## src/rtl/memory_turn_ctrl.sv

```systemverilog
// memory_turn_ctrl: turn sequencer for the two-player card-matching game.
// Accepts debounced picks, reads card values from the board store, compares
// pairs, tracks revealed/matched masks, scores, turn ownership and winner.
// Optional build macro: TURN_TIMEOUT_EN (forces a turn change after
// TURN_CYCLES cycles spent in PICK1/PICK2).
module memory_turn_ctrl #(
  parameter int unsigned SHOW_CYCLES = 50000000,
  parameter int unsigned TURN_CYCLES = 500000000
) (
  input  logic        clk,
  input  logic        rst,
  input  logic        start,
  input  logic        btn_select,
  input  logic [3:0]  sel_idx,
  input  logic [3:0]  card_val,
  output logic [3:0]  card_addr,
  output logic        player,
  output logic [3:0]  score0,
  output logic [3:0]  score1,
  output logic [15:0] revealed,
  output logic [15:0] matched,
  output logic        match_pulse,
  output logic        game_over,
  output logic [1:0]  winner
);

  typedef enum logic [2:0] {
    IDLE, PICK1, PICK2, COMPARE, SHOW, CHECK, DONE
  } state_t;

  state_t      state, stateNext;
  logic [3:0]  idx1, idx2, val1, val2, lastIdx;
  logic [31:0] showCnt;
  logic        newGame, acceptPick1, acceptPick2, isMatch, showDone;
  logic        expired, timeoutFire;
`ifdef TURN_TIMEOUT_EN
  logic [31:0] turnCnt;
`endif

  // State register
  always_ff @(posedge clk or negedge rst) begin
    if (!rst) state <= IDLE;
    else      state <= stateNext;
  end

  // Next-state decode, event strobes and combinational outputs
  always_comb begin
    stateNext   = state;
    newGame     = 1'b0;
    acceptPick1 = 1'b0;
    acceptPick2 = 1'b0;
    isMatch     = 1'b0;
    showDone    = 1'b0;
    timeoutFire = 1'b0;
    expired     = 1'b0;
`ifdef TURN_TIMEOUT_EN
    expired = (state == PICK1 || state == PICK2) && (turnCnt == '0);
`endif
    case (state)
      IDLE, DONE: begin
        if (start) begin
          newGame   = 1'b1;
          stateNext = PICK1;
        end
      end
      PICK1: begin
        if (expired) begin
          timeoutFire = 1'b1;
          stateNext   = PICK1;
        end else if (btn_select && !matched[sel_idx]) begin
          acceptPick1 = 1'b1;
          stateNext   = PICK2;
        end
      end
      PICK2: begin
        // an accepted second pick takes priority over a coincident timeout
        if (btn_select && !matched[sel_idx] && sel_idx != idx1) begin
          acceptPick2 = 1'b1;
          stateNext   = COMPARE;
        end else if (expired) begin
          timeoutFire = 1'b1;
          stateNext   = PICK1;
        end
      end
      COMPARE: begin
        isMatch   = (val1 == val2);
        stateNext = isMatch ? CHECK : SHOW;
      end
      SHOW: begin
        if (showCnt == '0) begin
          showDone  = 1'b1;
          stateNext = PICK1;
        end
      end
      CHECK: stateNext = (matched == '1) ? DONE : PICK1;
      default: stateNext = IDLE;
    endcase

    card_addr = (state == PICK1 || state == PICK2) ? sel_idx : lastIdx;
    game_over = (state == DONE);
    winner    = 2'b00;
    if (state == DONE) begin
      if (score0 > score1)      winner = 2'b01;
      else if (score0 < score1) winner = 2'b10;
      else                      winner = 2'b11;
    end
  end

  // Game datapath: picks, masks, scores, turn owner, reveal timer
  always_ff @(posedge clk or negedge rst) begin
    if (!rst) begin
      idx1        <= '0;
      idx2        <= '0;
      val1        <= '0;
      val2        <= '0;
      lastIdx     <= '0;
      player      <= 1'b0;
      score0      <= '0;
      score1      <= '0;
      revealed    <= '0;
      matched     <= '0;
      match_pulse <= 1'b0;
      showCnt     <= '0;
    end else begin
      match_pulse <= isMatch;
      if (newGame) begin
        player   <= 1'b0;
        score0   <= '0;
        score1   <= '0;
        revealed <= '0;
        matched  <= '0;
      end
      if (acceptPick1) begin
        idx1              <= sel_idx;
        val1              <= card_val;
        lastIdx           <= sel_idx;
        revealed[sel_idx] <= 1'b1;
      end
      if (acceptPick2) begin
        idx2              <= sel_idx;
        val2              <= card_val;
        lastIdx           <= sel_idx;
        revealed[sel_idx] <= 1'b1;
      end
      if (isMatch) begin
        matched[idx1] <= 1'b1;
        matched[idx2] <= 1'b1;
        if (player) score1 <= score1 + 4'd1;
        else        score0 <= score0 + 4'd1;
      end
      if (state == COMPARE)
        showCnt <= SHOW_CYCLES - 1;
      else if (state == SHOW && showCnt != '0)
        showCnt <= showCnt - 32'd1;
      if (showDone) begin
        revealed[idx1] <= 1'b0;
        revealed[idx2] <= 1'b0;
        player         <= ~player;
      end
      // only the current turn's picks can be face-up and unmatched here
      if (timeoutFire) begin
        revealed <= matched;
        player   <= ~player;
      end
    end
  end

`ifdef TURN_TIMEOUT_EN
  // Turn timer: reload on every entry to PICK1, count down while picking
  always_ff @(posedge clk or negedge rst) begin
    if (!rst)
      turnCnt <= '0;
    else if (stateNext == PICK1 && (state != PICK1 || timeoutFire))
      turnCnt <= TURN_CYCLES - 1;
    else if ((state == PICK1 || state == PICK2) && turnCnt != '0)
      turnCnt <= turnCnt - 32'd1;
  end
`endif

endmodule
```

## config.mk

```make
export PLATFORM = sky130hd
export DESIGN_NAME = memory_turn_ctrl
export DESIGN_NICKNAME = d
export VERILOG_FILES = /design/src/rtl/memory_turn_ctrl.sv
export SDC_FILE = /design/constraint.sdc
export NUM_CORES = 1
export LEC_CHECK = 0
export BUFFER_PORTS_ARGS = -buffer_cell sky130_fd_sc_hd__buf_2
export CAP_MARGIN = 0
export CORE_ASPECT_RATIO = 1.2
export CORE_UTILIZATION = 25
export CTS_CLUSTER_SIZE = 20
export DETAILED_ROUTE_END_ITERATION = 8
export PLACE_DENSITY_LB_ADDON = 0.25
export REMOVE_ABC_BUFFERS = 1
export SETUP_SLACK_MARGIN = 0.2
export SLEW_MARGIN = 20
export SYNTH_ARGS = -nofsm -noshare
export SYNTH_HDL_FRONTEND = slang
export SYNTH_SLANG_ARGS = --single-unit
```

## constraint.sdc

```tcl
create_clock -name clk -period 2.72 [get_ports clk]
set_input_delay 0.408 -clock clk [delete_from_list [all_inputs] [get_ports clk]]
set_output_delay 0.408 -clock clk [all_outputs]
set_load 0.03 [all_outputs]
```

==> flow_metrics.tcl, run 1 <==
set metrics [dict create \
    p_per_area_mw_per_mm2 837 \
    crit_type "flop to flop" \
    drc_errors 0 \
    vias 4786 \
    cts_inserted_buffers 9 \
    synth_common_cells "dfrtp_1 (97), nand2_1 (53), nor2_1 (41)" \
    port_buffers 60 \
    synth_cell_types 66 \
    fill_cells 2199 \
    synthFlopType "dfrtp_1" \
    yosys.area.top_type "dfrtp_1" \
    insertedDiodeCount 0 \
    hp-class "input port to asynchronous set/reset pin" \
    num_rows 58 \
    leakage_uw 0.00270 \
    cp_slowest_cell "or4_4" \
    slew_viol_final 0 \
    grt_pass1_vias 4804 \
    fin_util_pct 31.2 \
    ios 61 \
    cp_data_arrival_time_ps 2730 \
    drive_gt1_share_pct 26.8 \
    htree_levels 3 \
    die_height_um 164 \
    synth_area_leaders "dfrtp_1 (44%), mux2_2 (5.8%), nand2_1 (3.6%)" \
    start_util_pct 25.8 \
    final-hold-violation-count 0 \
    multi_input_area_sq_mm 0.00286 \
    regArea_sq_mm 0.00243 \
    r2r_cells 6 \
    synth_seq_cells 97 \
    busiest_layer "met2" \
    fmax_ghz 0.400 \
    worst_pin_slew_ps 671 \
    fp.dieArea_sq_mm 0.0225 \
    routed_via_density 5.27 \
    cpPeakStageDelay_ps 590 \
    grt_overflow 0 \
    crit_family "simple AND/OR/NAND/NOR gates" \
    grt_start_max_net_pins 49 \
    rsz0062_at_grt "true" \
    cts_buffer_depth 2 \
    vdd_drop_max_uv 364 \
    relSlewSlack_pct 55.3 \
    cts.reportedPaths.clkPinSlew_ps 70 \
    worstSetupEndpointType "flop" \
    fin_skew_ps 5.17 \
    area_growth_syn_to_layout_pct 20.6 \
    path_cells "or4_4, or3_4, or4_4, buf_12, nor2_4, a22oi_1" \
    placedCellCount 886 \
    async_flop_share_pct 100 \
    cts_tree "yes" \
    routedWlPerCell_um 18.0 \
    start_kind "flop" \
    drtPass1Iterations 5 \
    holdBufCountCts 0 \
    cp.depth 6 \
    grt.total_usage_pct 15.1 \
    met1_usage_pct 18.3 \
    dp_hpwl_um 11600 \
    gp_congestion 0.899 \
    die-width_um 137 \
    fin_crit_ps 2500 \
    postSynthCellCount 561 \
    fin_nets 653 \
    required_ps 2950 \
    netlist_area_sq_mm 0.00548 \
    yosysWarnings 0 \
    yosysMostFrequentCell "dfrtp_1" \
    drv_cap 0 \
    use_met2_pct 26.1 \
    grt_pass1_wl_um 26000 \
    cts_sinks 97 \
    synth-edff-count 0 \
    seq_area_frac_synth_pct 44.3 \
    synth_top_area_share_pct 44.3 \
    cp_num_buf_inv 1 \
    cp_max_fo 7 \
    finalSetupViolCount 0 \
    antenna_found_initial 0 \
    antenna_left 0 \
    final_cells 908 \
    cpMostUsedCell "or4_4" \
    fin_hold_ws_ps 83.1 \
    use_met3_pct 1.94 \
    cts_root_buf "clkbuf_16" \
    synth_area_per_cell_sq_um 9.76 \
    totalWireLength_um 16400 \
    core_sq_mm 0.0212 \
    clock_latency_ps 360 \
    status "finished clean" \
    drtIter0Drc 301 \
    period_share_pct 91.9 \
]
==> timing repair <==
item | in CTS | in global routing
gates resized for setup | 1 | 5
setup endpoints to repair | 11 | 28
buffers inserted | 0 | 6
pin swaps | 1 | 4
==> sequential cells by signal (all words and copies together), names as in the netlist <==
name,count
showCnt,32
matched,16
revealed,16
idx1,4
idx2,4
lastIdx,4
score0,4
score1,4
val1,4
val2,4
state,3
match_pulse,1
player,1
==> power breakdown <==
group	internal, uW	leakage, uW	switching (uW)
Clock	750	0.000154	602
Combinational	776	0.00133	1310
Sequential	1750	0.00122	335
==> through the flow <==
stage          instance area (sq um)  setup TNS, ps  total power (uW)  setup slack (ps)
6_report                        6600              0              5520               219
5_1_grt                         6600              0              5820               150
4_1_cts                         6520              0              5550               208
3_5_place_dp                    6200              0              4180               143
3_3_place_gp                    6200              0              4150               174
2_1_floorplan                   5310          -8540              3430              -661
==> cells in the final DEF (no fill, tap or decap), types with 11 or more instances in the layout <==
cell,n
nor3_1,19
nor2_1,41
buf_2,59
nand2_1,53
o21ai_0,27
nor3_2,11
mux2_2,28
nor2b_1,12
or3_1,12
dfrtp_1,96
nor4_1,13
a22oi_1,12
a32oi_1,13
xnor2_1,11
buf_4,36
nand3_1,18
inv_1,11
nand2b_1,11
mux2i_1,17
==> per-layer routing <==
metal	vias to the layer above	wire, um
met5	-	0
met4	0	452
met3	22	616
met2	142	8430
met1	2396	6880
li1	2226	-
==> area by class of cell <==
class | instances | share of cell area (%)
multi-input combinational | 415 | 43.3
sequential | 97 | 36.8
timing repair buffer | 98 | 9.38
tap | 270 | 5.12
clock buffer | 10 | 3.62
clock inverter | 6 | 1.12
inverter | 12 | 0.682
==> worst reg2reg max path: stages (launching register included) <==
cell and delay [ps]:
dfrtp_1 410, or4_4 540, or3_4 380, or4_4 590, buf_12 170, nor2_4 160
a22oi_1 120
==> final timing paths <==
check                               end        start  slack [ps]
max in group asynchronous    matched[7]          rst        1830
min in group clk                val2[2]  card_val[2]         300
hold reg to reg              lastIdx[3]   lastIdx[3]         520
setup reg to reg           revealed[13]  showCnt[16]         220
setup / recovery           revealed[13]  showCnt[16]         220
hold / removal                  val1[1]          rst          80
==> cell families after synthesis <==
kind of cell	Yosys count	synth area share (%)
and+or+nand+nor	243	24.7
AOI/OAI and AO/OA	106	13.8
DFF	97	44.3
buffers and inverters	49	3.93
muxes	47	9.69
xor gates and xnor gates	11	1.76
adders and majority gates	8	1.83
No activity file was read; power rests on OpenSTA's default activity.
==> inputs of run 2 (changes only) <==
--- a/config.mk
+++ b/config.mk
@@ -11,6 +11,7 @@
 export CORE_UTILIZATION = 25
 export CTS_CLUSTER_SIZE = 20
 export DETAILED_ROUTE_END_ITERATION = 8
+export MAX_ROUTING_LAYER = met4
 export PLACE_DENSITY_LB_ADDON = 0.25
 export REMOVE_ABC_BUFFERS = 1
 export SETUP_SLACK_MARGIN = 0.2
==> flow_metrics.tcl, run 2 (synthesis gave the netlist of run 1 again) <==
set metrics [dict create \
    status "finished clean" \
    multi_input_area_sq_mm 0.00286 \
    cts_root_buf "clkbuf_16" \
    cts_tree "yes" \
    final-hold-violation-count 0 \
    drtPass1Iterations 5 \
    relSlewSlack_pct 55.9 \
    start_kind "flop" \
    vdd_drop_max_uv 363 \
    fin_skew_ps 6.76 \
    finalSetupViolCount 0 \
    largest_reg_flops 32 \
    grt_overflow 0 \
    port_buffers 60 \
    num_rows 58 \
    drtIter0Drc 323 \
    cts_sinks 97 \
    totalWireLength_um 16400 \
    ios 61 \
    dpl_cell_area_sq_mm 0.00620 \
    cp_data_arrival_time_ps 2760 \
    cp_slowest_cell "or4_4" \
    period_share_pct 92.9 \
    clock_latency_ps 360 \
    cpMostUsedCell "or4_4" \
    fin_nets 653 \
    crit_family "simple AND/OR/NAND/NOR gates" \
    routed_via_density 5.27 \
    required_ps 2950 \
    busiest_layer "met2" \
    hp-class "input port to asynchronous set/reset pin" \
    antenna_found_initial 0 \
    routedWlPerCell_um 18.0 \
    cp_max_fo 7 \
    dp_hpwl_um 11600 \
    grt.total_usage_pct 15.6 \
    reg.largest.list "showCnt x32, matched x16, revealed x16" \
    regArea_sq_mm 0.00243 \
    final_cell_mix "dfrtp_1 (96), buf_2 (59), nand2_1 (53), nor2_1 (41), buf_4 (36)" \
    drive_gt1_share_pct 27.0 \
    met1_usage_pct 18.4 \
    antenna_left 0 \
    cts_inserted_buffers 9 \
    worstSetupEndpointType "flop" \
    start_util_pct 25.8 \
    crit_type "flop to flop" \
    regMostFlops "showCnt" \
    cpPeakStageDelay_ps 580 \
    cts_buffer_depth 2 \
    htree_levels 3 \
    vias 4786 \
    use_met3_pct 1.88 \
    die-width_um 137 \
    slew_viol_final 0 \
    worst_pin_slew_ps 662 \
    drc_errors 0 \
    cp_num_buf_inv 1 \
    fmax_ghz 0.396 \
    rsz0062_at_grt "true" \
    grt_pass1_wl_um 26100 \
    gp_congestion 0.914 \
    core_sq_mm 0.0212 \
    drv_cap 0 \
    die_height_um 164 \
    path_cells "or4_4, or3_4, or4_4, buf_12, nor2_4, a22oi_1" \
    grt_start_max_net_pins 49 \
    cts.reportedPaths.clkPinSlew_ps 70 \
    final_common_cell "dfrtp_1" \
    fill_cells 2197 \
    place_ws_ps 143 \
    fin_crit_ps 2530 \
    reg2reg_from "showCnt[16]" \
    use_met2_pct 26.1 \
    final_area_sq_mm 0.00661 \
    insertedDiodeCount 0 \
    area_growth_syn_to_layout_pct 20.7 \
    fp.dieArea_sq_mm 0.0225 \
    leakage_uw 0.00270 \
    fin_ws_ps 193 \
    grt_pass1_vias 4812 \
    p_per_area_mw_per_mm2 836 \
    critPathLaunch "showCnt[16]" \
]
run 2: report_power, final:
part	internal [uW]	switching, uW	leakage [uW]	total, uW
registers	1750	335	0.00122	2090
clock network	750	602	0.000154	1350
logic	776	1310	0.00133	2080
run 2: stage by stage:
step           total power (uW)  util [%]  TNS (ps)  hold WS [ps]  cells
2_1_floorplan              3430         -     -8540           112    524
3_3_place_gp               4150      29.3         0           474    886
3_5_place_dp               4180      29.3         0           493    886
4_1_cts                    5550      30.8         0           109    902
5_1_grt                    5830      31.2         0           133    908
6_report                   5530      31.2         0          70.3    908
run 2: timing repair:
item	in CTS	in global routing
setup buffers	0	6
pin swaps	1	6
hold buffers	0	0
resized for setup	1	6
endpoints found under the setup margin	11	28
run 2: worst paths after layout:
path	cells past startpoint	endpoint	slack, ps
worst max-delay path	6	revealed[13]	190
worst min-delay path	1	val1[1]	70
worst max register to register	6	revealed[13]	190
worst min register to register	1	lastIdx[3]	510
max in group asynchronous	2	matched[7]	1840
min in group clk	2	val2[2]	300
run 2: layout make-up:
cell class              count  area share, %
multi-input cells         415           43.3
clock buffers              10           3.62
flip-flops and latches     97           36.8
repair buffers             98           9.37
clock inverters             6           1.12
inverters                  12          0.682
well taps                 270           5.11
run 2: routing by layer:
metal,routed length (um),vias up,part of all wire (%)
met5,0,-,0
li1,-,2226,-
met3,631,25,3.9
met2,8340,141,51
met1,6940,2394,42
met4,453,0,2.8
